## src/rtl/cond_decode_issue_pkg.sv

```systemverilog
// cond_decode_issue_pkg: shared types and constants for the condition-aware
// decode/issue stage.
//   - cond_e   : ARM condition field encoding (EQ..AL, NV=1111)
//   - OP_*     : major opcode values in instruction[27:26]
//   - CMP_*    : compare-only comand range (TST/TEQ/CMP/CMN), no Rd write
//   - BIT_*    : instruction bit positions for S, L, I and link
//   - FLAG_*   : positions inside the {N,Z,C,V} flag nibble
//   - bundle_t : registered decoded bundle handed to execute
package cond_decode_issue_pkg;

  typedef enum logic [3:0] {
    EQ = 4'b0000, NE = 4'b0001, CS = 4'b0010, CC = 4'b0011,
    MI = 4'b0100, PL = 4'b0101, VS = 4'b0110, VC = 4'b0111,
    HI = 4'b1000, LS = 4'b1001, GE = 4'b1010, LT = 4'b1011,
    GT = 4'b1100, LE = 4'b1101, AL = 4'b1110, NV = 4'b1111
  } cond_e;

  localparam logic [1:0] OP_DP  = 2'b00;
  localparam logic [1:0] OP_MEM = 2'b01;
  localparam logic [1:0] OP_BR  = 2'b10;

  localparam logic [3:0] CMP_LO = 4'b1000;
  localparam logic [3:0] CMP_HI = 4'b1011;

  localparam int BIT_S    = 20;
  localparam int BIT_L    = 20;
  localparam int BIT_I    = 25;
  localparam int BIT_LINK = 24;

  localparam int FLAG_N = 3;
  localparam int FLAG_Z = 2;
  localparam int FLAG_C = 1;
  localparam int FLAG_V = 0;

  typedef struct packed {
    logic [1:0]  op;
    logic [3:0]  comand;
    logic [23:0] imm24;
    logic [3:0]  rn;
    logic [3:0]  rd;
    logic [11:0] imm12;
    logic        cond_pass;
    logic        jmp;
    logic        regjmp;
    logic        flag_en;
    logic        dwr_en;
    logic        dmem_st;
    logic        dmem_en;
    logic        illegal;
  } bundle_t;

  // Compare-only data-processing ops update flags but never write Rd.
  function automatic logic is_cmp(input logic [3:0] cmd);
    return (cmd >= CMP_LO) && (cmd <= CMP_HI);
  endfunction

endpackage

```

## src/rtl/cond_decode_issue_cond_check.sv

```systemverilog
// cond_check: combinational condition-code evaluator.
//   cond_i    : instruction[31:28]
//   nzcv_i    : effective flags {N,Z,C,V}
//   pass_o    : condition holds (0 for NV)
//   illegal_o : cond field is the reserved NV encoding
module cond_check
  import cond_decode_issue_pkg::*;
(
  input  logic [3:0] cond_i,
  input  logic [3:0] nzcv_i,
  output logic       pass_o,
  output logic       illegal_o
);

  logic n, z, c, v;
  assign n = nzcv_i[FLAG_N];
  assign z = nzcv_i[FLAG_Z];
  assign c = nzcv_i[FLAG_C];
  assign v = nzcv_i[FLAG_V];

  assign illegal_o = (cond_i == NV);

  always_comb begin
    pass_o = 1'b0;
    case (cond_e'(cond_i))
      EQ: pass_o = z;
      NE: pass_o = ~z;
      CS: pass_o = c;
      CC: pass_o = ~c;
      MI: pass_o = n;
      PL: pass_o = ~n;
      VS: pass_o = v;
      VC: pass_o = ~v;
      HI: pass_o = c & ~z;
      LS: pass_o = ~c | z;
      GE: pass_o = (n == v);
      LT: pass_o = (n != v);
      GT: pass_o = ~z & (n == v);
      LE: pass_o = z | (n != v);
      AL: pass_o = 1'b1;
      default: pass_o = 1'b0;
    endcase
  end

endmodule

```

## src/rtl/cond_decode_issue.sv

```systemverilog
// cond_decode_issue: registered, condition-aware ARM-subset decode/issue stage.
// Accepts one instruction per cycle over valid/ready, evaluates its condition
// against the NZCV register (bypassed from execute's same-cycle flag write),
// and registers a decoded bundle for execute one cycle later.
// Ports:
//   clk, rst_n                  : clock, async active-low reset
//   in_valid/in_ready           : fetch handshake; instruction is the payload
//   flag_wr_valid/flag_wr_data  : execute flag write, retires one pending setter
//   out_valid/out_ready         : execute handshake for the decoded bundle
//   op..memoryimm               : raw instruction fields
//   cond_pass..illegal          : qualified decode enables
//   pend_err                    : sticky, flag write seen with nothing pending
module cond_decode_issue
  import cond_decode_issue_pkg::*;
#(
  parameter int         PEND_W         = 2,
  parameter bit         STALL_ON_FLAGS = 1'b1,
  parameter logic [3:0] PC_REG         = 4'd15
) (
  input  logic        clk,
  input  logic        rst_n,
  input  logic        in_valid,
  output logic        in_ready,
  input  logic [31:0] instruction,
  input  logic        flag_wr_valid,
  input  logic [3:0]  flag_wr_data,
  output logic        out_valid,
  input  logic        out_ready,
  output logic [1:0]  op,
  output logic [3:0]  comand,
  output logic [23:0] immadiateInst,
  output logic [3:0]  baseAddr,
  output logic [3:0]  dataRegister,
  output logic [11:0] memoryimm,
  output logic        cond_pass,
  output logic        jmpEnable,
  output logic        regjmpEnable,
  output logic        flagEnable,
  output logic        datawriteEnable,
  output logic        datamemory,
  output logic        datamemoryEnable,
  output logic        illegal,
  output logic        pend_err
);

  localparam logic [PEND_W-1:0] PEND_MAX = {PEND_W{1'b1}};
  localparam logic [PEND_W-1:0] PEND_ONE = PEND_W'(1);

  logic [3:0]        flags_q, eff;
  logic [PEND_W-1:0] pend_q, pend_d;
  logic              err_q;
  logic              out_valid_q;
  bundle_t           bundle_q, bundle_d;
  logic              cc_pass, cc_ill, qual, stall, accept, inc, dec;
  logic [1:0]        op_f;
  logic [3:0]        cmd_f;

  // The I bit selects operand form, which execute re-reads from immadiateInst.
  logic unused_i_bit;
  assign unused_i_bit = instruction[BIT_I];

  // Same-cycle bypass so a resolving flag write can release a waiting branch.
  assign eff = flag_wr_valid ? flag_wr_data : flags_q;

  cond_check u_cond_check (
    .cond_i    (instruction[31:28]),
    .nzcv_i    (eff),
    .pass_o    (cc_pass),
    .illegal_o (cc_ill)
  );

  assign op_f  = instruction[27:26];
  assign cmd_f = instruction[24:21];

  always_comb begin
    bundle_d           = '0;
    bundle_d.op        = op_f;
    bundle_d.comand    = cmd_f;
    bundle_d.imm24     = instruction[23:0];
    bundle_d.rn        = instruction[19:16];
    bundle_d.rd        = instruction[15:12];
    bundle_d.imm12     = instruction[11:0];
    bundle_d.cond_pass = cc_pass;
    bundle_d.illegal   = cc_ill | (op_f == 2'b11);
    if (qual) begin
      case (op_f)
        OP_DP: begin
          bundle_d.flag_en = instruction[BIT_S];
          bundle_d.dwr_en  = ~is_cmp(cmd_f);
          bundle_d.regjmp  = ~is_cmp(cmd_f) & (instruction[15:12] == PC_REG);
        end
        OP_MEM: begin
          bundle_d.dmem_en = 1'b1;
          bundle_d.dmem_st = ~instruction[BIT_L];
          bundle_d.dwr_en  = instruction[BIT_L];
        end
        OP_BR: begin
          bundle_d.jmp    = 1'b1;
          bundle_d.dwr_en = instruction[BIT_LINK];
        end
        default: ;
      endcase
    end
  end

  assign qual = cc_pass & ~(cc_ill | (op_f == 2'b11));

  // Conditional instructions wait for in-flight flag setters; a write of the
  // last pending setter this cycle is already visible through the bypass.
  // The counter-full stall only matters without a write, when eff==flags_q.
  always_comb begin
    stall = 1'b0;
    if (STALL_ON_FLAGS && (instruction[31:28] != AL) && (pend_q != '0) &&
        !((pend_q == PEND_ONE) && flag_wr_valid))
      stall = 1'b1;
    if (bundle_d.flag_en && (pend_q == PEND_MAX) && !flag_wr_valid)
      stall = 1'b1;
  end

  assign in_ready = (~out_valid_q | out_ready) & ~stall;
  assign accept   = in_valid & in_ready;

  assign inc = accept & bundle_d.flag_en;
  assign dec = flag_wr_valid & (pend_q != '0);

  always_comb begin
    pend_d = pend_q;
    if (inc && !dec)      pend_d = pend_q + PEND_ONE;
    else if (!inc && dec) pend_d = pend_q - PEND_ONE;
  end

  always_ff @(posedge clk or negedge rst_n) begin
    if (!rst_n) begin
      flags_q     <= '0;
      pend_q      <= '0;
      err_q       <= 1'b0;
      out_valid_q <= 1'b0;
      bundle_q    <= '0;
    end else begin
      if (flag_wr_valid) flags_q <= flag_wr_data;
      pend_q <= pend_d;
      if (flag_wr_valid && (pend_q == '0)) err_q <= 1'b1;
      out_valid_q <= accept | (out_valid_q & ~out_ready);
      if (accept) bundle_q <= bundle_d;
    end
  end

  assign out_valid        = out_valid_q;
  assign op               = bundle_q.op;
  assign comand           = bundle_q.comand;
  assign immadiateInst    = bundle_q.imm24;
  assign baseAddr         = bundle_q.rn;
  assign dataRegister     = bundle_q.rd;
  assign memoryimm        = bundle_q.imm12;
  assign cond_pass        = bundle_q.cond_pass;
  assign jmpEnable        = bundle_q.jmp;
  assign regjmpEnable     = bundle_q.regjmp;
  assign flagEnable       = bundle_q.flag_en;
  assign datawriteEnable  = bundle_q.dwr_en;
  assign datamemory       = bundle_q.dmem_st;
  assign datamemoryEnable = bundle_q.dmem_en;
  assign illegal          = bundle_q.illegal;
  assign pend_err         = err_q;

endmodule
```

## config.mk

```make
export PLATFORM = sky130hd
export DESIGN_NAME = cond_decode_issue
export DESIGN_NICKNAME = d
export VERILOG_FILES = /design/src/rtl/cond_decode_issue_pkg.sv /design/src/rtl/cond_decode_issue_cond_check.sv /design/src/rtl/cond_decode_issue.sv
export SDC_FILE = /design/constraint.sdc
export NUM_CORES = 1
export LEC_CHECK = 0
export BUFFER_PORTS_ARGS = -buffer_cell sky130_fd_sc_hd__buf_2
export CAP_MARGIN = 20
export CORE_MARGIN = 2
export CORE_UTILIZATION = 50
export CTS_CLUSTER_DIAMETER = 30
export DETAILED_ROUTE_END_ITERATION = 12
export GPL_TIMING_DRIVEN = 0
export PLACE_DENSITY = 0.79
export SYNTH_ARGS = -nofsm -noshare
export SYNTH_HDL_FRONTEND = slang
export SYNTH_SLANG_ARGS = --single-unit
```

## constraint.sdc

```tcl
create_clock -name clk -period 3.9 [get_ports clk]
set_clock_uncertainty 0.15 [all_clocks]
set_input_delay 0.39 -clock clk [delete_from_list [all_inputs] [get_ports clk]]
set_output_delay 0.39 -clock clk [all_outputs]
set_load 0.01 [all_outputs]
```

-- After elaboration in Yosys (flattened, before gate mapping)
Index checks and enable logic that the tools add are counted.
- logic and storage cells: 99
- input bits: 41
- output and inout port bits: 61
- register bits: 66
- eq/ne operators: 24
- add/sub/neg operators: 2
- bitwise operators: 24
- muxes and demuxes: 11
- $lt $le $gt $ge: 2
- reduce and logical (&&, ||, !) cells: 18
- operators with widths (cell ; number):
    4-bit equality test (second input constant) ; 9
    4-bit by 3-bit equality test with 1-bit output (second input constant) ; 4
    1-bit one-hot mux with 15 select lines ; 1
    1-bit NOT ; 10
    1-bit AND ; 9
    1-bit logical AND ; 9
    4-bit by 2-bit equality test with 1-bit output (second input constant) ; 2
    2-bit two-way mux ; 4
    2-bit equality test (second input constant) ; 3
    6-bit two-way mux ; 1
    1-bit bitwise OR ; 5
    2-bit by 1-bit equality test with 1-bit output (second input constant) ; 2
    4-bit by 1-bit equality test with 1-bit output (second input constant) ; 1
    4-bit greater-or-equal comparator (second input constant) ; 1
    4-bit <= comparator (second input constant) ; 1
    1-bit zero test ; 4
    2-bit zero test ; 2
    4-bit zero test ; 1
    4-bit two-way mux ; 1
    4-bit inequality test (second input constant) ; 1
    2-bit nonzero test ; 2
    1-bit two-way mux ; 3
    1-bit one-hot mux with 3 select lines ; 1
    2-bit by 1-bit adder with 2-bit output (second input constant) ; 1
    other kinds (3) ; 3

-- Longest topological paths before layout
Gate-level depths: netlist of the first run.
- word-level depth: 17
- gate-level depth with buffers: 10
- depth with buffers taken out: 10

-- Modules after synthesis
From an unflattened synthesis of the first run, not the netlist that was laid out.
- cells, all modules: 178
- area, all modules: 2323.5 um2
- modules (own cells, without submodules) (module ; sequential area each (um2) ; times used ; cells each ; area each (um2)):
    cond_decode_issue ; 1076.0 ; 1 ; 148 ; 2120.8
    cond_check ; 0.0 ; 1 ; 30 ; 202.7

-- Worst setup path after synthesis of the first run
OpenSTA, ideal clock, no wires.
- kind: input to register
- start point: in instruction[30]
- end point: reg pend_q[1]
- buffers on the path: 1
- stages on the path: 10
- data arrival time: 2.405 ns
- setup time: 0.127 ns
- required time: 3.623 ns
- slack: 1.218 ns
- path through: buf_6 > and4_4 > or4_4 > or3b_1 > and3b_4 > o21ai_1 > nor2_1 > ha_1 > nand2_1 > o21ai_0
- longest elaborated chain between the ends: 15
- elaborated cells on any way between the ends: 37
- those cells by class: eq/ne (16); mux (5); bitwise (7); reduce/logical (9)
- RTL lines (item ; line ; RTL):
    from (decl) ; cond_decode_issue.sv:24 ; input logic [31:0] instruction,
    branches (longest 11 deep; another with 1-bit one-hot mux with 15 select lines) ; -- ;
    1-bit AND * ; cond_decode_issue.sv:123 ; assign inc = accept & bundle_d.flag_en;
    1-bit zero test ; cond_decode_issue.sv:129 ; else if (!inc && dec) pend_d = pend_q - PEND_ONE;
    1-bit logical AND ; cond_decode_issue.sv:129 ;
    2-bit nonzero test (no line) ; -- ;
    to (signal assigned) ; cond_decode_issue.sv:141 ; pend_q <= pend_d;
    to (decl) ; cond_decode_issue.sv:50 ; logic [PEND_W-1:0] pend_q, pend_d;
Every way passes the cells marked *.
A chain may end at the register's enable or synchronous reset.

-- Worst setup path in the final report of the first run
- start point: reg flags_q[2]
- end point: out in_ready
- longest elaborated chain between the ends: 11
- elaborated cells on any way between the ends: 14
- those cells by class: mux (4); bitwise (8); reduce/logical (2)
- RTL lines (item ; line ; RTL):
    from (decl) ; cond_decode_issue.sv:49 ; logic [3:0] flags_q, eff;
    from (signal assigned) ; cond_decode_issue.sv:140 ; if (flag_wr_valid) flags_q <= flag_wr_data;
    4-bit two-way mux * ; -- ;
    1-bit NOT ; cond_decode_issue_cond_check.sv:27, cond_decode_issue_cond_check.sv:34, cond_decode_issue_cond_check.sv:38 ;
    1-bit AND, on equally long branches ; cond_decode_issue_cond_check.sv:38, cond_decode_issue_cond_check.sv:34 ;
    1-bit one-hot mux with 15 select lines * ; cond_decode_issue_cond_check.sv:25 ; case (cond_e'(cond_i))
    1-bit AND * ; cond_decode_issue.sv:106 ; assign qual = cc_pass & ~(cc_ill | (op_f == 2'b11));
    6-bit two-way mux * ; cond_decode_issue.sv:85 ; if (qual) begin
    1-bit logical AND * (2 in a row) ; cond_decode_issue.sv:116 ; if (bundle_d.flag_en && (pend_q == PEND_MAX) && !flag_wr_valid)
    1-bit two-way mux * ; cond_decode_issue.sv:116 ;
    1-bit NOT * ; cond_decode_issue.sv:120 ; assign in_ready = (~out_valid_q | out_ready) & ~stall;
    1-bit AND * ; cond_decode_issue.sv:120 ;
    to (decl) ; cond_decode_issue.sv:23 ; output logic in_ready,
Every way passes the cells marked *; elsewhere a longest branch is shown, timed or not.

==> results of run 1 <==
[worst paths after layout]
kind	startpoint	endpoint
max in group asynchronous	rst_n	op[1]$_DFFE_PN0P_
min	rst_n	flags_q[0]$_DFF_PN0_
max	flags_q[2]$_DFF_PN0_	in_ready
min reg2reg	pend_err$_DFFE_PN0P_	pend_err$_DFFE_PN0P_
max reg2reg	flags_q[2]$_DFF_PN0_	pend_q[1]$_DFFE_PN0P_
min in group clk	instruction[8]	immadiateInst[8]$_DFFE_PN0P_
[state kept, by name, indices dropped and copies added (netlist names)]
name and flops:
regjmpEnable 1, op 2, datamemory 1, pend_err 1, datamemoryEnable 1, comand 4, pend_q 2, datawriteEnable 1
flagEnable 1, out_valid 1, illegal 1, flags_q 4, jmpEnable 1, cond_pass 1, immadiateInst 21
[cell usage after synthesis, drive strengths merged, types with 2 or more instances]
| cell type | instances | share of area (%) |
|---|---|---|
| nor2 | 3 | 0.47 |
| xor2 | 3 | 1.1 |
| o22a | 2 | 0.73 |
| mux2i | 2 | 0.84 |
| inv | 12 | 1.9 |
| and3b | 2 | 0.89 |
| o32ai | 2 | 0.73 |
| or3b | 2 | 0.73 |
| nand3 | 4 | 0.84 |
| mux4 | 2 | 1.9 |
| o21ai | 5 | 1.0 |
| ha | 4 | 2.1 |
| a21o | 2 | 0.63 |
| and3 | 2 | 0.52 |
| o22ai | 5 | 1.3 |
| nand2 | 5 | 0.79 |
| dfrtp | 43 | 45 |
| nor2b | 2 | 0.52 |
| nand2b | 6 | 1.6 |
| o21bai | 3 | 1.4 |
| mux2 | 33 | 19 |
| buf | 30 | 10 |
| or4 | 3 | 1.1 |
[worst reg2reg max path, cell delays in order, from the launching register on]
cell	delay (ns)
dfrtp_1	0.39
mux2_1	0.30
o21bai_1	0.17
o311ai_0	0.39
nand2_1	0.12
o21ai_1	0.43
nor2_1	0.11
ha_1	0.24
xor2_1	0.16
o21ai_0	0.15
[per-stage QoR]
| step | hold WS (ns) | setup WS [ns] | utilization [%] | cell area, um2 | std cells |
|---|---|---|---|---|---|
| floorplan | -0.0556 | 1.22 | - | 2390 | 191 |
| global placement | 0.285 | 0.971 | 63.1 | 2940 | 342 |
| detailed placement | 0.292 | 0.901 | 63.1 | 2940 | 342 |
| CTS | 0.126 | 1.09 | 64.9 | 3020 | 350 |
| global route | 0.164 | 0.830 | 64.9 | 3020 | 350 |
| finish | 0.0849 | 1.09 | 64.9 | 3020 | 350 |
[cell families after synthesis]
| logic type | synth area share, % |
|---|---|
| flip-flops | 45.1 |
| buffers and inverters | 11.9 |
| multiplexers | 21.9 |
| AND/OR/NAND/NOR | 8.97 |
| AO/OA/AOI/OAI | 8.55 |
| XOR/XNOR | 1.47 |
| adder cells (fa/ha/maj) | 2.10 |
[power groups by stage]
stage / Clock, W / Combinational, W / Sequential [W]
final: 0.000275 / 0.00125 / 0.000774
after global routing: 0.000302 / 0.00136 / 0.000800
after CTS: 0.000283 / 0.00127 / 0.000774
after detailed placement: 0 / 0.00126 / 0.000781
after global placement: 0 / 0.00124 / 0.000772
after floorplan: 0 / 0.000776 / 0.000852
[area by class of cell]
cell class	instances	area share, %
flip-flops and latches	43	35.6
well taps	54	2.23
clock inverters	2	0.414
clock buffers	6	2.40
repair buffers	97	16.1
inverters	12	1.49
plain buffers	30	7.90
multi-input cells	106	33.9
[layer usage]
layer | track usage [%] | routed length, um | up-vias
li1 | - | - | 863
met1 | 24.0 | 2120 | 868
met2 | 30.4 | 2470 | 44
met3 | 3.87 | 194 | 5
met4 | 5.14 | 49 | 0
met5 | 0 | 0 | -
==> reports/results.txt, run 1 <==
Routability Congestion: 0.810
final setup TNS: 0 ns
clock root buffer: clkbuf_8
pwr dens: 762 mW/mm2
status: completed
post-cts gate resize count: 0
Cell Rows: 25
post-layout net count: 340
TritonCTS Buffers: 5
Fmax: 0.356 GHz
slowest CP cell: mux4_2
Final ANT Viol Nets: 0
CP Capture Type: output pin
leading cell type in the layout, fill and taps excluded: buf_2
1st-pass router iterations: 4
clk buf depth: 2
Buf+Inv Stages, Crit Path: 1
multi-input logic area: 0.00103 mm2
cells on worst reg2reg path: 9
post-CTS setup buffers: 0
Top FF cell, synth: dfrtp_1
die area: 0.00534 mm2
initial DRC count: 63
# IOs: 102
Min Clock Period, post-route: 2.81 ns
Port Buffer Count: 97
CTS tree: built
asr flop ratio synth: 100%
Cells after Synth: 191
largest net degree at the start of global routing: 44
combinational fraction of design power: 54.4%
Startpoint Class: register
fin crit share: 72.0%
Clk pin slew, worst setup/hold paths: 0.08 ns
critical path, cell by cell: mux4_2 > or4_1 > o21ai_0 > a211o_1 > o21bai_1 > and3_1 > buf_2
sequential share of power: 33.6%
r2r setup slk: 1.21 ns
maximum fanout along the worst path: 4
Largest delay share family, worst path: simple AND/OR/NAND/NOR gates
worst slew pin tran: 0.943 ns
pins over their slew limit: 0
Die X: 73.1 um
HPWL after DPL: 3.70 mm
EDFF count, synth: 0
antenna violations before repair: 0
drt drc: 0
core area: 0.00466 mm2
Worst path max stage delay: 0.46 ns
Post-Syn Nets: 236
P_sw: 0.000807 W
Initial Util: 51.2%
total number of vias: 1780
Worst EP required: 3.36 ns
Post-Route WL: 4.83 mm
Seq. cell area: 0.00108 mm2
Ys Warns: 0
Post-Syn Area per Cell: 12.5 um2
kind of critical path: register to output pin
relative max-transition margin: 37.1%
synth unique cells: 46
vias in the first global route: 1611
switching part of the total: 35.0%
register area share after synthesis: 45.1%
unrepaired setup endpoints after global routing: no
CTS Hold Buffers Added: 0
gr ovfl total: 0
Yosys reg bits: 43
Max-Cap Viols: 0
Layout area overhead: 26.7%
clk sink count: 43
most frequent cells in the layout: buf_2 (99), dfrtp_1 (43), mux2_4 (23), buf_4 (23), inv_1 (12)
Clock power frac: 12.0%
Crit path arrival time: 2.27 ns
drt wl/cell: 13.8 um
static leakage: 1.57 nW
HP Class: primary input to asynchronous set/reset pin
synthesized area: 0.00239 mm2
final setup vio count: 0
Max VDD drop: 0.292 mV
FILL cells: 391
Global Route Usage Sum: 18.3%
Stages on worst setup path: 7
fraction of layout cells with a size suffix above 1: 58.8%
worst skew pair latency: 0.29 ns
die height: 73.1 um
total power: 0.00230 W
vias per inst: 5.09
Pint: 0.00150 W
first-pass GRT wire length: 7.62 mm
H-tree levels: 2
Antenna Cells: 0
Final Hold Fails: 0
Power figures use the tool's default switching activity.
==> run 2: changes to the inputs <==
- CORE_UTILIZATION: 50 -> 48
- PLACE_DENSITY: 0.79 -> 0.76
- clock period: 3.9 -> 2.95 ns (I/O delays scaled with it)
==> run 2 against run 1 <==
Wire length shrank 1.1%. Clock-buffer cell count is the same. Power grew 36%. Cell area grew 1.7%. Non-clock buffer count is the same. Core utilization shrank 0.18 points. Clock power grew 69%. Flip-flop and latch count is the same. Sequential share of layout area shrank 0.61 points. Sequential power grew 32%. Hold slack lost 0.098 ns. The run now ends with hold timing left. Register-to-register slack lost 0.88 ns.
==> reports/results.txt, run 2 (same netlist as run 1, synthesis figures left out) <==
Die X: 74.5 um
worst slew pin tran: 0.953 ns
relative max-transition margin: 36.4%
Largest delay share family, worst path: simple AND/OR/NAND/NOR gates
HP Class: primary input to asynchronous set/reset pin
Fmax: 0.371 GHz
Worst EP required: 2.51 ns
critical path, cell by cell: mux4_2 > or4_1 > o21ai_0 > a211o_1 > o21bai_1 > and3_1 > buf_2
Final ANT Viol Nets: 0
Routability Congestion: 0.832
Max VDD drop: 0.443 mV
failing checks: hold timing
kind of critical path: register to output pin
final setup vio count: 0
drt wl/cell: 13.2 um
Initial Util: 50.2%
total number of vias: 1767
CP Capture Type: output pin
pwr dens: 1020 mW/mm2
reg2reg end: immadiateInst[9]$_DFFE_PN0P_
leading cell type in the layout, fill and taps excluded: buf_2
Final Hold Fails: 5
multi-input logic area: 0.00103 mm2
1st-pass router iterations: 4
Buf+Inv Stages, Crit Path: 1
HPWL after DPL: 3.68 mm
Port Buffer Count: 97
fin crit share: 91.4%
initial DRC count: 74
cells on worst reg2reg path: 7
H-tree levels: 2
# IOs: 102
Global Route Usage Sum: 17.8%
FILL cells: 414
r2r setup slk: 0.33 ns
clk sink count: 43
worst setup margin: 0.255 ns
TritonCTS Buffers: 5
vias in the first global route: 1613
Setup WS pre-CTS: 0.0603 ns
fraction of layout cells with a size suffix above 1: 59.5%
CTS tree: built
vias per inst: 4.87
antenna violations before repair: 0
Min Clock Period, post-route: 2.69 ns
largest net degree at the start of global routing: 44
Seq. cell area: 0.00108 mm2
Crit path arrival time: 2.25 ns
post-CTS setup buffers: 0
status: complete, but fails checks
Layout area overhead: 28.9%
Max-Cap Viols: 0
core area: 0.00475 mm2
Antenna Cells: 0
static leakage: 1.59 nW
unrepaired setup endpoints after global routing: no
post-cts gate resize count: 0
Worst path max stage delay: 0.45 ns
maximum fanout along the worst path: 4
post-layout net count: 340
Clk pin slew, worst setup/hold paths: 0.08 ns
die height: 74.5 um
Startpoint Class: register
Hold WS: -0.0127 ns
Cell Rows: 25
worst skew pair latency: 0.28 ns
die area: 0.00555 mm2
Post-Route WL: 4.78 mm
clock root buffer: clkbuf_8
drt drc: 0
slowest CP cell: mux4_2
pins over their slew limit: 0
final setup TNS: 0 ns
first-pass GRT wire length: 7.53 mm
CTS Hold Buffers Added: 0
R2R Path Start: flags_q[2]$_DFF_PN0_
max reg flops: 21
gr ovfl total: 0
most frequent cells in the layout: buf_2 (99), dfrtp_1 (43), mux2_4 (23), buf_4 (23), inv_1 (12)
clk buf depth: 2
## run 2: changes by cell type in the layout (fill, tap and decap cells not counted)
cell | previous run | this run
bufinv_16 | 0 | 1
clkbuf_8 | 5 | 6
clkbuf_1 | 1 | 0
o21ai_2 | 0 | 1
o21ai_1 | 1 | 0
clkinvlp_4 | 1 | 0
## run 2: worst max path at each step
| stage | slack [ns] | from | end | cells past startpoint |
|---|---|---|---|---|
| 2_1_floorplan | 0.36 | instruction[30] | pend_q[1]$_DFFE_PN0P_ | 10 |
| 3_3_place_gp | 0.09 | flag_wr_valid | pend_q[1]$_DFFE_PN0P_ | 10 |
| 3_5_place_dp | 0.06 | flag_wr_valid | pend_q[1]$_DFFE_PN0P_ | 10 |
| 4_1_cts | 0.24 | flags_q[2]$_DFF_PN0_ | pend_q[1]$_DFFE_PN0P_ | 9 |
| 5_1_grt | 0.11 | flags_q[2]$_DFF_PN0_ | in_ready | 7 |
| 6_report | 0.26 | flags_q[2]$_DFF_PN0_ | in_ready | 7 |
## run 2: area by class of cell
class | instances | share of cell area, %
sequential | 43 | 35.0
multi-input combinational | 106 | 33.5
clock buffer | 6 | 2.68
clock inverter | 2 | 1.14
timing repair buffer | 97 | 15.8
buffer | 30 | 7.77
tap | 67 | 2.72
inverter | 12 | 1.46
## run 2: per-layer routing
metal  wire, um  part of all wire, %  vias to the layer above  global-route usage [%]
li1           -                    -                      859                       -
met1       2070                   43                      848                    23.1
met2       2480                   52                       56                    30.3
met3        196                  4.1                        4                    4.20
met4         40                 0.84                        0                    4.17
met5          0                    0                        -                       0
## run 2: power by group
group	leakage (nW)	switching [W]	total, W	internal, W
Combinational	1.01	0.000684	0.00165	0.000969
Clock	0.0612	0.000192	0.000466	0.000274
Sequential	0.514	0.000176	0.00102	0.000844
## run 2: metrics by stage
stage          util [%]  hold WS (ns)  instances  power [W]  instance area [um2]
6_report           64.7       -0.0127        363    0.00314                 3080
5_1_grt            64.7        0.0725        363    0.00337                 3080
4_1_cts            64.6        0.0355        363    0.00318                 3070
3_5_place_dp       62.2         0.292        355    0.00270                 2960
3_3_place_gp       62.2         0.290        355    0.00266                 2960
2_1_floorplan         -        -0.151        191    0.00215                 2390
## run 2: worst register-to-register path, delay by kind of cell, from the launching register on
kind                   cells  cell delay (ns)
AO/OA/AOI/OAI              3             0.89
buffers and inverters      1             0.24
flip-flops                 1             0.39
multiplexers               2             0.62
AND/OR/NAND/NOR            1             0.23
==> run 3: changes to the inputs <==
- SETUP_SLACK_MARGIN: not set -> 0.4
==> run 3 against run 2 <==
The run still ends with hold timing left. Flip-flop and latch count unchanged. Clock-buffer cell count is 1 lower. Via count rose by 0.34%. Non-clock buffer count up 5. Combinational power is 5% higher. Global-route usage rose by 0.052 points. Critical path depth is the same. Sequential power is essentially flat. Core utilization up 2.1 points. Critical path type unchanged.
==> reports/results.txt, run 3 (same netlist as run 1, synthesis figures left out) <==
Final ANT Viol Nets: 0
initial DRC count: 27
vias per inst: 4.82
clk buf depth: 2
fraction of layout cells with a size suffix above 1: 62.8%
HP Class: primary input to asynchronous set/reset pin
pwr dens: 1010 mW/mm2
drt wl/cell: 13.3 um
vias in the first global route: 1560
worst slew pin tran: 0.937 ns
Crit path arrival time: 2.14 ns
static leakage: 1.63 nW
Routability Congestion: 0.824
CP Capture Type: output pin
post-layout net count: 345
unrepaired setup endpoints after global routing: yes
core area: 0.00475 mm2
largest net degree at the start of global routing: 44
drt drc: 0
CTS tree: built
Layout area overhead: 33.0%
Min Clock Period, post-route: 2.58 ns
CTS Hold Buffers Added: 0
clock root buffer: clkbuf_8
most frequent cells in the layout: buf_2 (99), dfrtp_1 (43), buf_4 (27)
Cell Rows: 25
Startpoint Class: register
1st-pass router iterations: 4
worst setup margin: 0.367 ns
Hold WS: -0.0105 ns
relative max-transition margin: 37.5%
maximum fanout along the worst path: 5
die height: 74.5 um
Final Hold Fails: 17
Max VDD drop: 0.365 mV
Largest delay share family, worst path: simple AND/OR/NAND/NOR gates
Post-Route WL: 4.91 mm
final setup vio count: 0
Port Buffer Count: 97
Worst EP required: 2.51 ns
final setup TNS: 0 ns
pins over their slew limit: 0
status: complete, but fails checks
Initial Util: 50.2%
TritonCTS Buffers: 5
antenna violations before repair: 0
total number of vias: 1773
Buf+Inv Stages, Crit Path: 1
Worst path max stage delay: 0.56 ns
slowest CP cell: or4_4
kind of critical path: register to output pin
total power: 0.00322 W
fin crit share: 87.6%
leading cell type in the layout, fill and taps excluded: buf_2
Max-Cap Viols: 0
die area: 0.00555 mm2
worst skew pair latency: 0.29 ns
HPWL after DPL: 3.71 mm
Global Route Usage Sum: 17.9%
Fmax: 0.387 GHz
Clk pin slew, worst setup/hold paths: 0.08 ns
Setup WS pre-CTS: 0.158 ns
Die X: 74.5 um
max reg flops: 21
H-tree levels: 2
first-pass GRT wire length: 7.53 mm
gr ovfl total: 0
critical path, cell by cell: xor2_1 > and3b_1 > or4_4 > nand2_4 > o21bai_1 > and3_1 > buf_2
clk sink count: 43
Antenna Cells: 0
# IOs: 102
failing checks: hold timing
-- run 3: cell types whose count changed in the layout (fill, tap and decap cells not counted), sizes merged --
cell	delta
clkinv	+1
clkbuf	-1
buf	+5
-- run 3: timing repair --
action / in CTS / in global routing
pin swaps: 2 / 5
setup buffers: 3 / 2
hold endpoints to repair: 0 / 0
setup endpoints to repair: 26 / 31
resized for setup: 0 / 17
-- run 3: worst paths after layout --
kind                                       from                             to  slack, ns  depth (start not counted)
hold / removal                            rst_n           flags_q[0]$_DFF_PN0_      -0.01                          1
setup reg to reg           flags_q[3]$_DFF_PN0_   immadiateInst[4]$_DFFE_PN0P_       0.44                          7
hold reg to reg            pend_err$_DFFE_PN0P_           pend_err$_DFFE_PN0P_       0.31                          1
max in group asynchronous                 rst_n          comand[0]$_DFFE_PN0P_       2.07                          1
min in group clk                instruction[10]  immadiateInst[10]$_DFFE_PN0P_       0.08                          2
setup / recovery           flags_q[3]$_DFF_PN0_                       in_ready       0.37                          7
-- run 3: stage by stage --
| step | hold WS (ns) | std cells | cell area, um2 | util (%) |
|---|---|---|---|---|
| CTS | 0.0253 | 366 | 3090 | 65.1 |
| floorplan | -0.151 | 191 | 2390 | - |
| global route | 0.0709 | 368 | 3170 | 66.8 |
| finish | -0.0105 | 368 | 3170 | 66.8 |
| detailed placement | 0.296 | 355 | 2960 | 62.2 |
| global placement | 0.287 | 355 | 2960 | 62.2 |
-- run 3: where the power goes --
part / internal (W) / switching (W) / total [W]
registers: 0.000844 / 0.000173 / 0.00102
logic: 0.00103 / 0.000709 / 0.00174
clock network: 0.000252 / 0.000207 / 0.000459
total: 0.00213 / 0.00109 / 0.00322
-- run 3: final cells by class --
type / count / area, um2
fill: 387 / 1580
sequential: 43 / 1080
multi-input combinational: 106 / 1070
timing repair buffer: 102 / 527
buffer: 30 / 256
tap: 67 / 83.8
clock buffer: 5 / 68.8
inverter: 12 / 45.0
clock inverter: 3 / 43.8
-- run 3: worst reg2reg max path, stage by stage, from the launching register on --
cell      delay, ns
dfrtp_1        0.44
xor2_1         0.19
and3b_1        0.21
o311ai_2       0.39
nand3_1        0.22
o21bai_4       0.30
buf_12         0.19
mux2_4         0.31
-- run 3: routing by layer --
layer	GRT usage, %	up-vias	part of all wire (%)
met5	0	-	0
met2	28.5	46	51
met1	24.0	846	43
met3	4.61	2	5.5
li1	-	879	-
met4	5.36	0	0.45
